### config.mk
export PLATFORM = sky130hd
export DESIGN_NAME = tlrot_host_arbiter
export DESIGN_NICKNAME = d
export VERILOG_FILES = /design/src/rtl/tlrot_host_arbiter.sv
export SDC_FILE = /design/constraint.sdc
export NUM_CORES = 1
export LEC_CHECK = 0
export ABC_CLOCK_PERIOD_IN_PS = 3800
export BUFFER_PORTS_ARGS = -buffer_cell sky130_fd_sc_hd__buf_2
export CORE_AREA = 3 3 161 163
export CTS_BUF_LIST = sky130_fd_sc_hd__clkbuf_8
export CTS_CLUSTER_DIAMETER = 40
export DETAILED_ROUTE_END_ITERATION = 7
export DIE_AREA = 0 0 164 166
export PLACE_DENSITY = 0.4
export SLEW_MARGIN = 5
export SYNTH_ARGS = -nofsm -noshare
export SYNTH_HDL_FRONTEND = slang
export SYNTH_SLANG_ARGS = --single-unit
### constraint.sdc
create_clock -name clk_i -period 3.8 [get_ports clk_i]
set_input_delay 0 -clock clk_i [delete_from_list [all_inputs] [get_ports clk_i]]
set_output_delay 0 -clock clk_i [all_outputs]
set_load 0.01 [all_outputs]
### src/rtl/tlrot_host_arbiter.sv
// Two-host TL-UL arbiter in front of the RoT register port: round-robin A-channel
// grant locked across backpressure, source-tagged D routing, per-host outstanding limits.
module tlrot_host_arbiter #(
   parameter int unsigned MaxOutstanding = 2
) (
   input  logic        clk_i,
   input  logic        rst_ni,

   input  logic        h0_a_valid,
   output logic        h0_a_ready,
   input  logic [2:0]  h0_a_bits_opcode,
   input  logic [2:0]  h0_a_bits_param,
   input  logic [1:0]  h0_a_bits_size,
   input  logic [7:0]  h0_a_bits_source,
   input  logic [31:0] h0_a_bits_address,
   input  logic [3:0]  h0_a_bits_mask,
   input  logic [31:0] h0_a_bits_data,
   output logic        h0_d_valid,
   input  logic        h0_d_ready,
   output logic [2:0]  h0_d_bits_opcode,
   output logic [2:0]  h0_d_bits_param,
   output logic [1:0]  h0_d_bits_size,
   output logic [7:0]  h0_d_bits_source,
   output logic        h0_d_bits_sink,
   output logic [31:0] h0_d_bits_data,
   output logic        h0_d_bits_denied,

   input  logic        h1_a_valid,
   output logic        h1_a_ready,
   input  logic [2:0]  h1_a_bits_opcode,
   input  logic [2:0]  h1_a_bits_param,
   input  logic [1:0]  h1_a_bits_size,
   input  logic [7:0]  h1_a_bits_source,
   input  logic [31:0] h1_a_bits_address,
   input  logic [3:0]  h1_a_bits_mask,
   input  logic [31:0] h1_a_bits_data,
   output logic        h1_d_valid,
   input  logic        h1_d_ready,
   output logic [2:0]  h1_d_bits_opcode,
   output logic [2:0]  h1_d_bits_param,
   output logic [1:0]  h1_d_bits_size,
   output logic [7:0]  h1_d_bits_source,
   output logic        h1_d_bits_sink,
   output logic [31:0] h1_d_bits_data,
   output logic        h1_d_bits_denied,

   output logic        dn_a_valid,
   input  logic        dn_a_ready,
   output logic [2:0]  dn_a_bits_opcode,
   output logic [2:0]  dn_a_bits_param,
   output logic [1:0]  dn_a_bits_size,
   output logic [7:0]  dn_a_bits_source,
   output logic [31:0] dn_a_bits_address,
   output logic [3:0]  dn_a_bits_mask,
   output logic [31:0] dn_a_bits_data,
   input  logic        dn_d_valid,
   output logic        dn_d_ready,
   input  logic [2:0]  dn_d_bits_opcode,
   input  logic [2:0]  dn_d_bits_param,
   input  logic [1:0]  dn_d_bits_size,
   input  logic [7:0]  dn_d_bits_source,
   input  logic        dn_d_bits_sink,
   input  logic [31:0] dn_d_bits_data,
   input  logic        dn_d_bits_denied,

   output logic        busy_o,
   output logic        unexp_rsp_o
);

   localparam int unsigned CntW = $clog2(MaxOutstanding + 1);
   localparam logic [CntW-1:0] MaxCnt = CntW'(MaxOutstanding);
   localparam logic [CntW-1:0] CntOne = CntW'(1);

   // Handshakes: a beat transfers on a channel only in a cycle where both valid and
   // ready are high; valid never depends on ready, and a raised valid holds its payload.
   logic            lock_q, lock_id_q, last_gnt_q, unexp_q;
   logic [CntW-1:0] cnt0_q, cnt1_q;

   logic elig0, elig1;
   logic gnt, gnt_valid;
   logic a_req, a_fire;
   logic rsp_id, d_fire;
   logic inc0, inc1, dec0, dec1;
   logic unexp_hit;

   assign elig0 = h0_a_valid & (cnt0_q < MaxCnt);
   assign elig1 = h1_a_valid & (cnt1_q < MaxCnt);

   always_comb begin
      gnt       = 1'b0;
      gnt_valid = 1'b0;
      if (lock_q) begin
         gnt       = lock_id_q;
         gnt_valid = lock_id_q ? elig1 : elig0;
      end else if (elig0 && elig1) begin
         gnt       = ~last_gnt_q;
         gnt_valid = 1'b1;
      end else if (elig0) begin
         gnt       = 1'b0;
         gnt_valid = 1'b1;
      end else if (elig1) begin
         gnt       = 1'b1;
         gnt_valid = 1'b1;
      end
   end

   assign a_req  = gnt_valid & ~rst_ni;
   assign a_fire = a_req & dn_a_ready;

   assign dn_a_valid        = a_req;
   assign dn_a_bits_opcode  = gnt ? h1_a_bits_opcode  : h0_a_bits_opcode;
   assign dn_a_bits_param   = gnt ? h1_a_bits_param   : h0_a_bits_param;
   assign dn_a_bits_size    = gnt ? h1_a_bits_size    : h0_a_bits_size;
   assign dn_a_bits_source  = {gnt, gnt ? h1_a_bits_source[6:0] : h0_a_bits_source[6:0]};
   assign dn_a_bits_address = gnt ? h1_a_bits_address : h0_a_bits_address;
   assign dn_a_bits_mask    = gnt ? h1_a_bits_mask    : h0_a_bits_mask;
   assign dn_a_bits_data    = gnt ? h1_a_bits_data    : h0_a_bits_data;

   assign h0_a_ready = a_req & ~gnt & dn_a_ready;
   assign h1_a_ready = a_req &  gnt & dn_a_ready;

   // The top source bit carries the issuing host; it is stripped before the response leaves.
   assign rsp_id     = dn_d_bits_source[7];
   assign h0_d_valid = dn_d_valid & ~rsp_id & ~rst_ni;
   assign h1_d_valid = dn_d_valid &  rsp_id & ~rst_ni;
   assign dn_d_ready = ~rst_ni & (rsp_id ? h1_d_ready : h0_d_ready);
   assign d_fire     = dn_d_valid & dn_d_ready;

   assign h0_d_bits_opcode = dn_d_bits_opcode;
   assign h0_d_bits_param  = dn_d_bits_param;
   assign h0_d_bits_size   = dn_d_bits_size;
   assign h0_d_bits_source = {1'b0, dn_d_bits_source[6:0]};
   assign h0_d_bits_sink   = dn_d_bits_sink;
   assign h0_d_bits_data   = dn_d_bits_data;
   assign h0_d_bits_denied = dn_d_bits_denied;

   assign h1_d_bits_opcode = dn_d_bits_opcode;
   assign h1_d_bits_param  = dn_d_bits_param;
   assign h1_d_bits_size   = dn_d_bits_size;
   assign h1_d_bits_source = {1'b0, dn_d_bits_source[6:0]};
   assign h1_d_bits_sink   = dn_d_bits_sink;
   assign h1_d_bits_data   = dn_d_bits_data;
   assign h1_d_bits_denied = dn_d_bits_denied;

   assign inc0 = a_fire & ~gnt;
   assign inc1 = a_fire &  gnt;
   assign dec0 = d_fire & ~rsp_id;
   assign dec1 = d_fire &  rsp_id;
   assign unexp_hit = (dec0 && cnt0_q == '0) || (dec1 && cnt1_q == '0);

   // A full counter blocks its host's grant, so increments never overflow;
   // a response with nothing outstanding saturates at zero.
   function automatic logic [CntW-1:0] next_cnt(input logic [CntW-1:0] cnt,
                                                input logic inc, input logic dec);
      logic [CntW-1:0] res;
      res = cnt;
      if (inc && !dec) begin
         res = cnt + CntOne;
      end else if (dec && !inc && cnt != '0) begin
         res = cnt - CntOne;
      end
      return res;
   endfunction

   always_ff @(posedge clk_i or posedge rst_ni) begin
      if (rst_ni) begin
         lock_q     <= 1'b0;
         lock_id_q  <= 1'b0;
         last_gnt_q <= 1'b1;
         cnt0_q     <= '0;
         cnt1_q     <= '0;
         unexp_q    <= 1'b0;
      end else begin
         if (a_fire) begin
            lock_q     <= 1'b0;
            last_gnt_q <= gnt;
         end else if (a_req) begin
            lock_q    <= 1'b1;
            lock_id_q <= gnt;
         end else begin
            lock_q <= 1'b0;
         end
         cnt0_q <= next_cnt(cnt0_q, inc0, dec0);
         cnt1_q <= next_cnt(cnt1_q, inc1, dec1);
         if (unexp_hit) begin
            unexp_q <= 1'b1;
         end
      end
   end

   assign busy_o      = ~rst_ni & ((cnt0_q != '0) | (cnt1_q != '0));
   assign unexp_rsp_o = ~rst_ni & unexp_q;

   h0_source_msb_zero: assert property (@(posedge clk_i) disable iff (rst_ni)
      h0_a_valid |-> !h0_a_bits_source[7]);
   h1_source_msb_zero: assert property (@(posedge clk_i) disable iff (rst_ni)
      h1_a_valid |-> !h1_a_bits_source[7]);
   locked_payload_stable: assert property (@(posedge clk_i) disable iff (rst_ni)
      (lock_q && dn_a_valid) |-> ($stable(dn_a_bits_address) && $stable(dn_a_bits_source)));

endmodule

==> results of run 1 <==
## logic make-up (layout without fill, tap and decap cells)
kind of cell | after synthesis | in the layout | share of synthesized area [%]
AOI/OAI and AO/OA | 12 | 12 | 3.545
buffers and inverters | 126 | 280 | 38.16
DFF | 8 | 8 | 8.394
muxes | 3 | 3 | 1.356
other | 1 | 3 | 0.1563
and+or+nand+nor | 283 | 283 | 48.38
## area by class of cell
| class | instances | area, um2 | area share, % |
|---|---|---|---|
| Sequential cell | 8 | 201.4 | 6.032 |
| Multi-Input combinational cell | 300 | 1287 | 38.55 |
| Clock buffer | 3 | 41.29 | 1.236 |
| Timing Repair Buffer | 271 | 1374 | 41.14 |
| Tap cell | 324 | 405.4 | 12.14 |
| Inverter | 5 | 23.77 | 0.7119 |
| Clock inverter | 1 | 3.754 | 0.1124 |
| Antenna cell | 1 | 2.502 | 0.07493 |
## critical path, stage by stage, from the launching register on
cell and delay (ns):
dfrtp_1 0.45, and3b_1 0.24, o31a_2 0.19, buf_4 0.43, buf_4 0.48, nand2_1 0.10, nand2_1 0.11, buf_2 0.15
## cell usage in the layout (no fill, tap or decap), types with 2 or more instances in the layout
master,synthesis,routed
buf_2,11,266
nand2_1,253,253
dfrtp_1,7,7
nor2_1,5,5
inv_1,4,5
o21ai_0,5,5
nor3_1,3,3
nor2b_1,3,3
nor4_1,3,3
clkbuf_8,0,3
buf_4,101,3
nand3_1,2,2
a31oi_1,2,2
conb_1,1,2
dlygate4sd3_1,0,2
## layer usage
layer	global-route usage [%]	wire length, um
met5	0	13
met4	2.354	337
met3	4.265	2106
met1	7.175	3633
met2	13.70	5371
## per-stage QoR
stage | worst slack [ns] | util [%]
floorplan | 2.159 | -
global placement | 1.570 | 13.38
detailed placement | 1.599 | 13.38
CTS | 1.336 | 13.64
global route | 1.137 | 13.65
finish | 1.383 | 13.65
## cells in the mapped netlist, drive strengths merged (2+ instances only)
cell,instances,share of area (%)
o21ai,5,1.0
a31oi,2,0.52
nor3,3,0.63
nand4,2,0.78
dfrtp,7,7.3
inv,5,0.99
clkbuf,3,0.47
nor2b,3,0.78
mux2,2,0.94
nor2,5,0.78
and3,2,0.73
nand2,253,40
nor4,4,1.7
buf,118,37
nand3,2,0.42
## worst paths after layout
kind / startpoint / endpoint
setup / recovery: cnt0_q[1] / dn_a_bits_source[5]
min in group asynchronous: rst_ni / lock_id_q
setup reg to reg: cnt0_q[1] / cnt1_q[0]
max in group asynchronous: rst_ni / last_gnt_q
hold / removal: dn_d_bits_data[22] / h0_d_bits_data[22]
hold reg to reg: unexp_q / unexp_q
## state kept, by name, indices dropped and copies added, names as in the netlist
signal and cells:
last_gnt_q 1, cnt1_q 2, unexp_q 1, lock_id_q 1, cnt0_q 2, lock_q 1
## what timing repair did
item                      CTS  global route
hold buffers                2             0
gates resized for setup     0             0
hold endpoints to repair    8             0
## power by group
| group | switching [mW] | leakage [nW] | internal [mW] | total [mW] |
|---|---|---|---|---|
| combinational | 0.742 | 1.96 | 0.469 | 1.21 |
| sequential | 0.0500 | 0.0939 | 0.127 | 0.177 |
| clock | 0.0390 | 0.0269 | 0.0704 | 0.109 |
| total | 0.831 | 2.08 | 0.667 | 1.50 |
==> results.md, run 1 <==
- Layout Cells excl Fill: ~910
- Pwr Density: between 400 and 500 mW/mm2
- Core area: between 0.02 and 0.025 mm2
- Number of max-cap violations: 0
- Grt ovf: 0
- Final WL: 11460 um
- Crit path required time: 3.80 ns
- CTS Buf Count: 3
- Netlist cell types: 39
- Post-DRT Antenna Nets: 0
- Final Skew: 0.001051 ns
- Clk root buf: clkbuf_8
- Die W: roughly 160 um
- Initial antenna violation count: 3
- Number of synthesized flops with an enable pin: 0
- Reg2Reg Depth: 5
- CP Class: flip-flop to output pin
- Die area: 0.02722 mm2
- First-pass GRT wire length: ~16000 um
- Vias in the first global route: just under 3000
- Fillers: between 2000 and 3000
- Dpl cells: about 910
- Seq/Total Area, Yosys: roughly 8.4%
- Slew margin rel.: 55.63%
- Post-Syn Instances: roughly 430
- Drt wl/cell: between 10 and 15 um
- Total number of vias: slightly above 3000
- RSZ-0062 raised after global routing: no
- Crit Path Max Fanout: 44
- FF+latch count, synth: 8
- Hold path depth: 0
- Outcome: complete, no violations
- Starting Density: roughly 9.8%
- I/O pin cnt: 418
- Die H: ~170 um
- Clock slew seen by the registers of the worst setup and hold paths: around 0.04 ns
- Flop2flop setup slack: 1.76 ns
- Max-slew violations: 0
- Clock Sinks: 8
- Crit path capture type: output pin
- Slew @ Worst Pin: around 0.67 ns
- Share of cells above drive strength 1: about 48%
- Max frequency: between 400 and 500 MHz
- Hold WC Path Type: input port to output pin
- Predominant post-synthesis flop cell: dfrtp_1
- Avg Cell Area, Syn: ~5.5 um2
- Final instance area: about 0.0033 mm2
- Pin count of the biggest net entering global routing: between 80 and 90
- Final Cycle Share: between 60% and 70%
- Maximum vdd drop: 0.1736 mV
- Fin. Hold Viols: 0
- CTS tree: built
- Fin Setup TNS: 0 ns
- Setup Buffers After CTS: 0
- GP Congestion: roughly 0.68
- Async SR Flop Fraction: between 90% and 100%
- DR vias/cell: 3.348
- Synthesized cell area: ~0.0024 mm2
- DR iter-0 viols: 66
- Static Leak: 2.082 nW
- Total power: 1.498 mW
- Worst skew pair latency: 0.23 ns
- I/O Buffers: about 270
- Layout Area Growth over Synthesis: 39.16%
- CP Launch Type: flip-flop
- DRT Pass-1 Iters: 4
- Synthesis Warnings: 0
- Row count: 57
- # setup viols final: 0
- Final Net Count: just over 800
- DRC viols: 0
- Crit path arrival time: approximately 2.4 ns
- Htree depth: 1
- Placed inst area: ~0.0033 mm2
- Tmin final: around 2.4 ns
- Clock buffer depth: 2
- Total Routing Usage GR: ~7.6%
- Min Hold Slack: about 0.0000024 ns
- Hpwl dp: 9760 um
Power figures use the tool's default switching activity.
==> run 2: changes to the inputs <==
ABC_CLOCK_PERIOD_IN_PS = 2000   (was 3800)
CORE_AREA = 3 3 162 164   (was 3 3 161 163)
DIE_AREA = 0 0 165 167   (was 0 0 164 166)
PLACE_DENSITY = 0.41   (was 0.4)
clock period = 2 ns   (was 3.8 ns; I/O delays follow)
==> run 2 against run 1 <==
Against the previous run: non-clock buffer count rose by 6; power rose by 100%; critical endpoint is now dn_a_bits_address[1]; sequential share of layout area fell by 0.19 points; highest routed layer unchanged; first-iteration DRC count rose by 41%; clock skew rose by 0.0030 ns; clock-buffer cell count did not move; clock power rose by 90%; core utilization rose by 0.12 points; sequential power rose by 81%; cell count rose by 1.2%; routed wire length rose by 2.9%.
==> results.md, run 2 (same netlist as run 1, synthesis figures left out) <==
- CP top delay family: buffers and inverters (unchanged)
- Commonest non-fill, non-tap cell in the layout: buf_2 (unchanged)
- Die W: 165 um (was 164 um)
- Clock power share: 6.8% (was 7.3%)
- Final WL: 11800 um (was 11460 um)
- I/O Buffers: 266 (unchanged)
- Grt ovf: 0 (unchanged)
- Most frequent cells in the layout: buf_2 (266), nand2_1 (253), dfrtp_1 (7) (unchanged)
- Crit path capture type: output pin (unchanged)
- Sequential Area: 201.4 um2 (unchanged)
- Htree depth: 1 (unchanged)
- Maximum vdd drop: 0.3064 mV (was 0.1736 mV)
- I/O pin cnt: 418 (unchanged)
- RSZ-0062 raised after global routing: no (unchanged)
- Clock buffer depth: 2 (unchanged)
- DRT Pass-1 Iters: 4 (unchanged)
- DRC viols: 0 (unchanged)
- WHS Endpoint: h0_d_bits_source[4] (was h0_d_bits_data[22])
- Clock slew seen by the registers of the worst setup and hold paths: 0.04 ns (about the same)
- Fin. Hold Viols: 0 (unchanged)
- Max-slew violations: 0 (unchanged)
- Internal power: 1.397 mW (was 666.7 uW)
- Sequential share of power: 10.6% (was 11.8%)
- Die H: 167 um (was 166 um)
- Pwr Density: 878.9 mW/mm2 (was 448.6 mW/mm2)
- Number of max-cap violations: 0 (unchanged)
- Max frequency: around 530 MHz
- Clock Sinks: 8 (unchanged)
- Fin Setup TNS: 0 ns (unchanged)
- First-pass GRT wire length: 16220 um (was 16170 um)
- Static Leak: 2.134 nW (was 2.082 nW)
- Crit-path slowest cell: dfrtp_1 (was buf_4)
- Diodes inserted: 0 (was 1)
- Post-DRT Antenna Nets: 0 (unchanged)
- Dpl cells: 918 (was 906)
- Buf/Inv on CP: 3 (unchanged)
- Die area: 0.02756 mm2 (was 0.02722 mm2)
- Reg-to-reg endpoint: lock_id_q (was cnt1_q[0])
- Crit Path Max Fanout: 27 (was 44)
- Area of the multi-input gates: 0.001295 mm2 (was 0.001287 mm2)
- Core area: 0.02504 mm2 (was 0.02446 mm2)
- Outcome: complete, no violations (unchanged)
- CP Launch Type: flip-flop (unchanged)
- Crit-path most repeated cell: nand2_1
- Starting Density: 9.585% (was 9.810%)
- CP Class: flip-flop to output pin (unchanged)
- Max incr delay on CP: 0.44 ns (was 0.48 ns)
- Final Skew: 0.004093 ns (was 0.001051 ns)
- Final Cycle Share: about 94%
- Tmin final: approximately 1.9 ns
- Total Routing Usage GR: 7.589% (was 7.557%)
- Min Hold Slack: 0.000002376 ns (was 0.000002374 ns)
- Fillers: 2937 (was 2897)
- Final Net Count: 821 (was 815)
- Initial antenna violation count: 3 (unchanged)
- Switching part of the total: 53.91% (was 55.49%)
- Row count: 58 (was 57)
- Hold path depth: 0 (unchanged)
- Critical Path, Cell by Cell: nand2b_1, o31a_4, clkinv_8, buf_16, nand2_1, nand2_1, buf_2 (was and3b_1, o31a_2, buf_4, buf_4, nand2_1, nand2_1, buf_2)
- CTS tree: built (unchanged)
- Vias in the first global route: 3012 (was 2938)
- Hold WC Path Type: input port to output pin (unchanged)
- Flop2flop setup slack: 0.27 ns (was 1.76 ns)
- # setup viols final: 0 (unchanged)
- Pin count of the biggest net entering global routing: 43 (was 82)
- Worst skew pair latency: 0.23 ns (about the same)
- Reg-to-reg startpoint: lock_id_q (was cnt0_q[1])
- Share of cells above drive strength 1: 48.15% (was 47.62%)
- Layout Area Growth over Synthesis: 43.69% (was 39.16%)
- Hold wc startpoint: dn_d_bits_source[4] (was dn_d_bits_data[22])
- Reg2Reg Depth: 4 (was 5)
- Logic pwr share: 82.6% (was 80.9%)
- Crit path arrival time: 1.88 ns (was 2.42 ns)
- Layout Cells excl Fill: 924 (was 913)
- Clk root buf: clkbuf_8 (unchanged)
- Psw: 1.634 mW (was 831.3 uW)
- Crit path required time: 2.00 ns (was 3.80 ns)
- CTS Buf Count: 3 (unchanged)
- DR vias/cell: 3.368 (was 3.348)
- DR iter-0 viols: 93 (was 66)
- Total number of vias: 3112 (was 3057)
- GP Congestion: 0.7099 (was 0.6819)
- Largest regs: cnt0_q (2), cnt1_q (2) (unchanged)
- Drt wl/cell: 12.77 um (was 12.56 um)
- Hpwl dp: 10290 um (was 9760 um)
-- run 2: layer usage --
| layer | up-vias | GRT usage (%) | routed length [um] |
|---|---|---|---|
| li1 | 1547 | - | - |
| met1 | 1276 | 7.629 | 3945 |
| met5 | - | 0 | 36 |
| met3 | 20 | 4.080 | 1920 |
| met2 | 263 | 13.91 | 5783 |
| met4 | 6 | 1.240 | 113 |
-- run 2: power groups by stage --
stage | clock network, mW | logic, mW | registers, mW
2_1_floorplan | 0 | 1.69 | 0.301
3_3_place_gp | 0 | 2.50 | 0.326
3_5_place_dp | 0 | 2.50 | 0.321
4_1_cts | 0.215 | 2.51 | 0.319
5_1_grt | 0.220 | 2.82 | 0.335
6_report | 0.207 | 2.50 | 0.320
-- run 2: cell type report --
| cell class | count | share of cell area, % |
|---|---|---|
| clock buffers | 3 | 1.197 |
| clock inverters | 1 | 0.1089 |
| inverters | 5 | 0.9071 |
| flip-flops and latches | 8 | 5.842 |
| multi-input cells | 300 | 37.55 |
| well taps | 330 | 11.97 |
| repair buffers | 277 | 42.42 |
-- run 2: through the flow --
step | worst slack, ns | instance area (um2) | util (%) | power, mW
2_1_floorplan | 0.3586 | 2404 | - | 1.988
3_3_place_gp | 0.2140 | 3349 | 13.38 | 2.830
3_5_place_dp | 0.1908 | 3349 | 13.38 | 2.817
4_1_cts | -0.005104 | 3418 | 13.65 | 3.048
5_1_grt | 0.008334 | 3448 | 13.77 | 3.379
6_report | 0.1245 | 3448 | 13.77 | 3.031
-- run 2: what timing repair did --
item                       4_1_cts  5_1_grt
setup endpoints to repair        4       48
hold buffers                     2        0
buffers inserted                 0        0
hold endpoints to repair         8        0
resized for setup                1        8
-- run 2: how the worst max path moves through the flow --
stage | depth (start not counted) | slack, ns | end | startpoint
global placement | 6 | 0.21 | dn_a_bits_address[1] | last_gnt_q
floorplan | 4 | 0.36 | lock_id_q | cnt0_q[1]
global route | 7 | 0.008 | dn_a_bits_address[1] | cnt1_q[1]
detailed placement | 6 | 0.19 | dn_a_bits_address[1] | last_gnt_q
finish | 7 | 0.12 | dn_a_bits_address[1] | cnt1_q[1]
CTS | 7 | -0.005 | dn_a_bits_address[1] | cnt1_q[1]
-- run 2: worst reg2reg max path: stages (launching register included) --
cell and delay, ns:
dfrtp_1 0.41, or3b_1 0.41, and3_4 0.22, nor4_4 0.23, mux2_1 0.34
==> run 3: changes to the inputs <==
==> constraint.sdc (replaced) <==
create_clock -name clk_i -period 2 [get_ports clk_i]
set_input_delay 0.3 -clock clk_i [delete_from_list [all_inputs] [get_ports clk_i]]
set_output_delay 0.3 -clock clk_i [all_outputs]
set_load 0.01 [all_outputs]
==> run 3 against run 2 <==
Against the previous run: the flow now finishes with violations (negative setup slack); combinational power is 32% higher; sequential share of layout area is 0.67 points lower; sequential cell count stayed put; power is 25% higher; routed wire length is 10% higher; global-route usage is 0.63 points higher; via count is 1.4% higher; largest power group unchanged.
==> results.md, run 3 (same netlist as run 1, synthesis figures left out) <==
- Total number of vias: 3157 (was 3112)
- Drt wl/cell: 13.82 um (was 12.77 um)
- Final Skew: 0.009560 ns (was 0.004093 ns)
- DRC viols: 0 (unchanged)
- Total Routing Usage GR: 8.218% (was 7.589%)
- CTS tree: built (unchanged)
- I/O pin cnt: 418 (unchanged)
- Die W: 165 um (unchanged)
- Crit path capture type: output pin (unchanged)
- Psw: 1.891 mW (was 1.634 mW)
- Grt ovf: 0 (unchanged)
- Starting Density: 9.585% (unchanged)
- Core area: 0.02504 mm2 (unchanged)
- Largest regs: cnt0_q (2), cnt1_q (2) (unchanged)
- Final WL: 12970 um (was 11800 um)
- CP Launch Type: flip-flop (unchanged)
- Clock slew seen by the registers of the worst setup and hold paths: 0.05 ns (was 0.04 ns)
- Crit-path most repeated cell: nand2_1 (unchanged)
- Maximum vdd drop: 0.3008 mV (was 0.3064 mV)
- Row count: 58 (unchanged)
- Sequential share of power: 8.1% (was 10.6%)
- Outcome: finished, violations left (was complete, no violations)
- Final Net Count: 836 (was 821)
- Vias in the first global route: 3134 (was 3012)
- DR vias/cell: 3.362 (was 3.368)
- Failing checks: negative setup slack
- Initial antenna violation count: 3 (unchanged)
- Hold WC Path Type: input port to asynchronous set/reset pin (was input port to output pin)
- Commonest non-fill, non-tap cell in the layout: buf_2 (unchanged)
- Number of max-cap violations: 0 (unchanged)
- GP Congestion: 0.7290 (was 0.7099)
- Static Leak: 2.306 nW (was 2.134 nW)
- CP Class: flip-flop to output pin (unchanged)
- Switching part of the total: 49.80% (was 53.91%)
- Fin util: 15.55% (was 13.77%)
- Worst skew pair latency: 0.23 ns (about the same)
- Crit-path slowest cell: o31a_4 (was dfrtp_1)
- First-pass GRT wire length: 17390 um (was 16220 um)
- Area of the multi-input gates: 0.001400 mm2 (was 0.001295 mm2)
- Logic pwr share: 86.6% (was 82.6%)
- DRT Pass-1 Iters: 4 (unchanged)
- Max frequency: 475.8 MHz (was 533.2 MHz)
- Clock Sinks: 8 (unchanged)
- Post-DRT Antenna Nets: 0 (unchanged)
- Crit path required time: 1.70 ns (was 2.00 ns)
- Min Hold Slack: 0.1587 ns (was 0.000002376 ns)
- Diodes inserted: 0 (unchanged)
- CTS Buf Count: 3 (unchanged)
- Pin count of the biggest net entering global routing: 30 (was 43)
- Htree depth: 1 (unchanged)
- Fillers: 2928 (was 2937)
- DR iter-0 viols: 100 (was 93)
- Sequential Area: 201.4 um2 (unchanged)
- Die H: 167 um (unchanged)
- Crit Path Max Fanout: 8 (was 27)
- Critical Path, Cell by Cell: and3b_1, o31a_4, buf_8, buf_12, nand2_1, nand2_1, buf_2 (was nand2b_1, o31a_4, clkinv_8, buf_16, nand2_1, nand2_1, buf_2)
- I/O Buffers: 266 (unchanged)
- Final Cycle Share: 105.1% (was 93.77%)
- Max incr delay on CP: 0.41 ns (was 0.44 ns)
- Die area: 0.02756 mm2 (unchanged)
- Fin. Hold Viols: 0 (unchanged)
- RSZ-0062 raised after global routing: yes (was no)
- Internal power: 1.907 mW (was 1.397 mW)
- Crit path arrival time: 1.80 ns (was 1.88 ns)
- Total power: 3.798 mW (was 3.031 mW)
- Flop2flop setup slack: 0.16 ns (was 0.27 ns)
- Clock power share: 5.3% (was 6.8%)
- Tmin final: 2.102 ns (was 1.875 ns)
- Clk root buf: clkbuf_8 (unchanged)
- Fin Setup TNS: -3.812 ns (was 0 ns)
- Layout Area Growth over Synthesis: 62.20% (was 43.69%)
- Final setup margin: -0.1019 ns (was 0.1245 ns)
- # setup viols final: 84 (was 0)
- Hpwl dp: 10560 um (was 10290 um)
- Share of cells above drive strength 1: 55.34% (was 48.15%)
- Post-Place Setup Slack: 0.02132 ns (was 0.1908 ns)
- Max-slew violations: 0 (unchanged)
- Most frequent cells in the layout: buf_2 (255), nand2_1 (224), nand2_2 (28) (was buf_2 (266), nand2_1 (253), dfrtp_1 (7))
- Clock buffer depth: 2 (unchanged)
- Pwr Density: 975.7 mW/mm2 (was 878.9 mW/mm2)
-- run 3: changes by cell type in the layout (fill, tap and decap cells not counted), moves of 3 or more --
cell,before,now
nand2_1,253,224
buf_6,1,13
nand2_2,0,28
buf_12,1,6
buf_16,1,4
buf_2,266,255
buf_4,5,10
-- run 3: power by group through the flow --
stage               logic [mW]  registers [mW]  clock network, mW
global route              3.64           0.319              0.221
global placement          2.74           0.307                  0
floorplan                 1.69           0.301                  0
CTS                       2.97           0.307              0.211
finish                    3.29           0.306              0.201
detailed placement        2.73           0.307                  0
-- run 3: final timing paths --
kind | cells past startpoint | end | startpoint
worst max-delay path | 7 | dn_a_bits_address[8] | last_gnt_q
worst min-delay path | 3 | cnt1_q[1] | rst_ni
worst max register to register | 6 | cnt1_q[0] | last_gnt_q
worst min register to register | 1 | unexp_q | unexp_q
max in group asynchronous | 3 | last_gnt_q | rst_ni
min in group clk_i | 2 | lock_q | dn_a_ready
-- run 3: layout make-up --
type	instances	share of cell area [%]
Multi-Input combinational cell	300	35.97
Timing Repair Buffer	291	46.06
Tap cell	330	10.61
Clock buffer	3	1.061
Inverter	5	0.8036
Clock inverter	1	0.09643
Timing Repair inverter	1	0.2250
Sequential cell	8	5.175
-- run 3: repair_timing --
action	CTS	global route
hold buffers	0	0
setup buffers	1	2
gates cloned	2	3
gates resized for setup	17	45
setup endpoints to repair	86	86
pin swaps	1	2
-- run 3: worst max-delay path, delay by kind of cell, from the launching register on --
kind,cells,cell delay [ns]
flip-flops,1,0.36
AO/OA/AOI/OAI,1,0.41
buffers and inverters,3,0.48
AND/OR/NAND/NOR,3,0.32
-- run 3: layer usage --
metal | share of wire [%] | track usage (%) | vias up
met5 | 0.22 | 0 | -
met4 | 2.5 | 2.261 | 4
met3 | 14 | 4.055 | 26
met2 | 48 | 14.28 | 254
met1 | 35 | 8.757 | 1286
li1 | - | - | 1587
-- run 3: metrics by stage --
stage | cells | area [um2]
floorplan | 434 | 2404
global placement | 927 | 3467
detailed placement | 927 | 3467
CTS | 934 | 3640
global route | 939 | 3892
finish | 939 | 3892
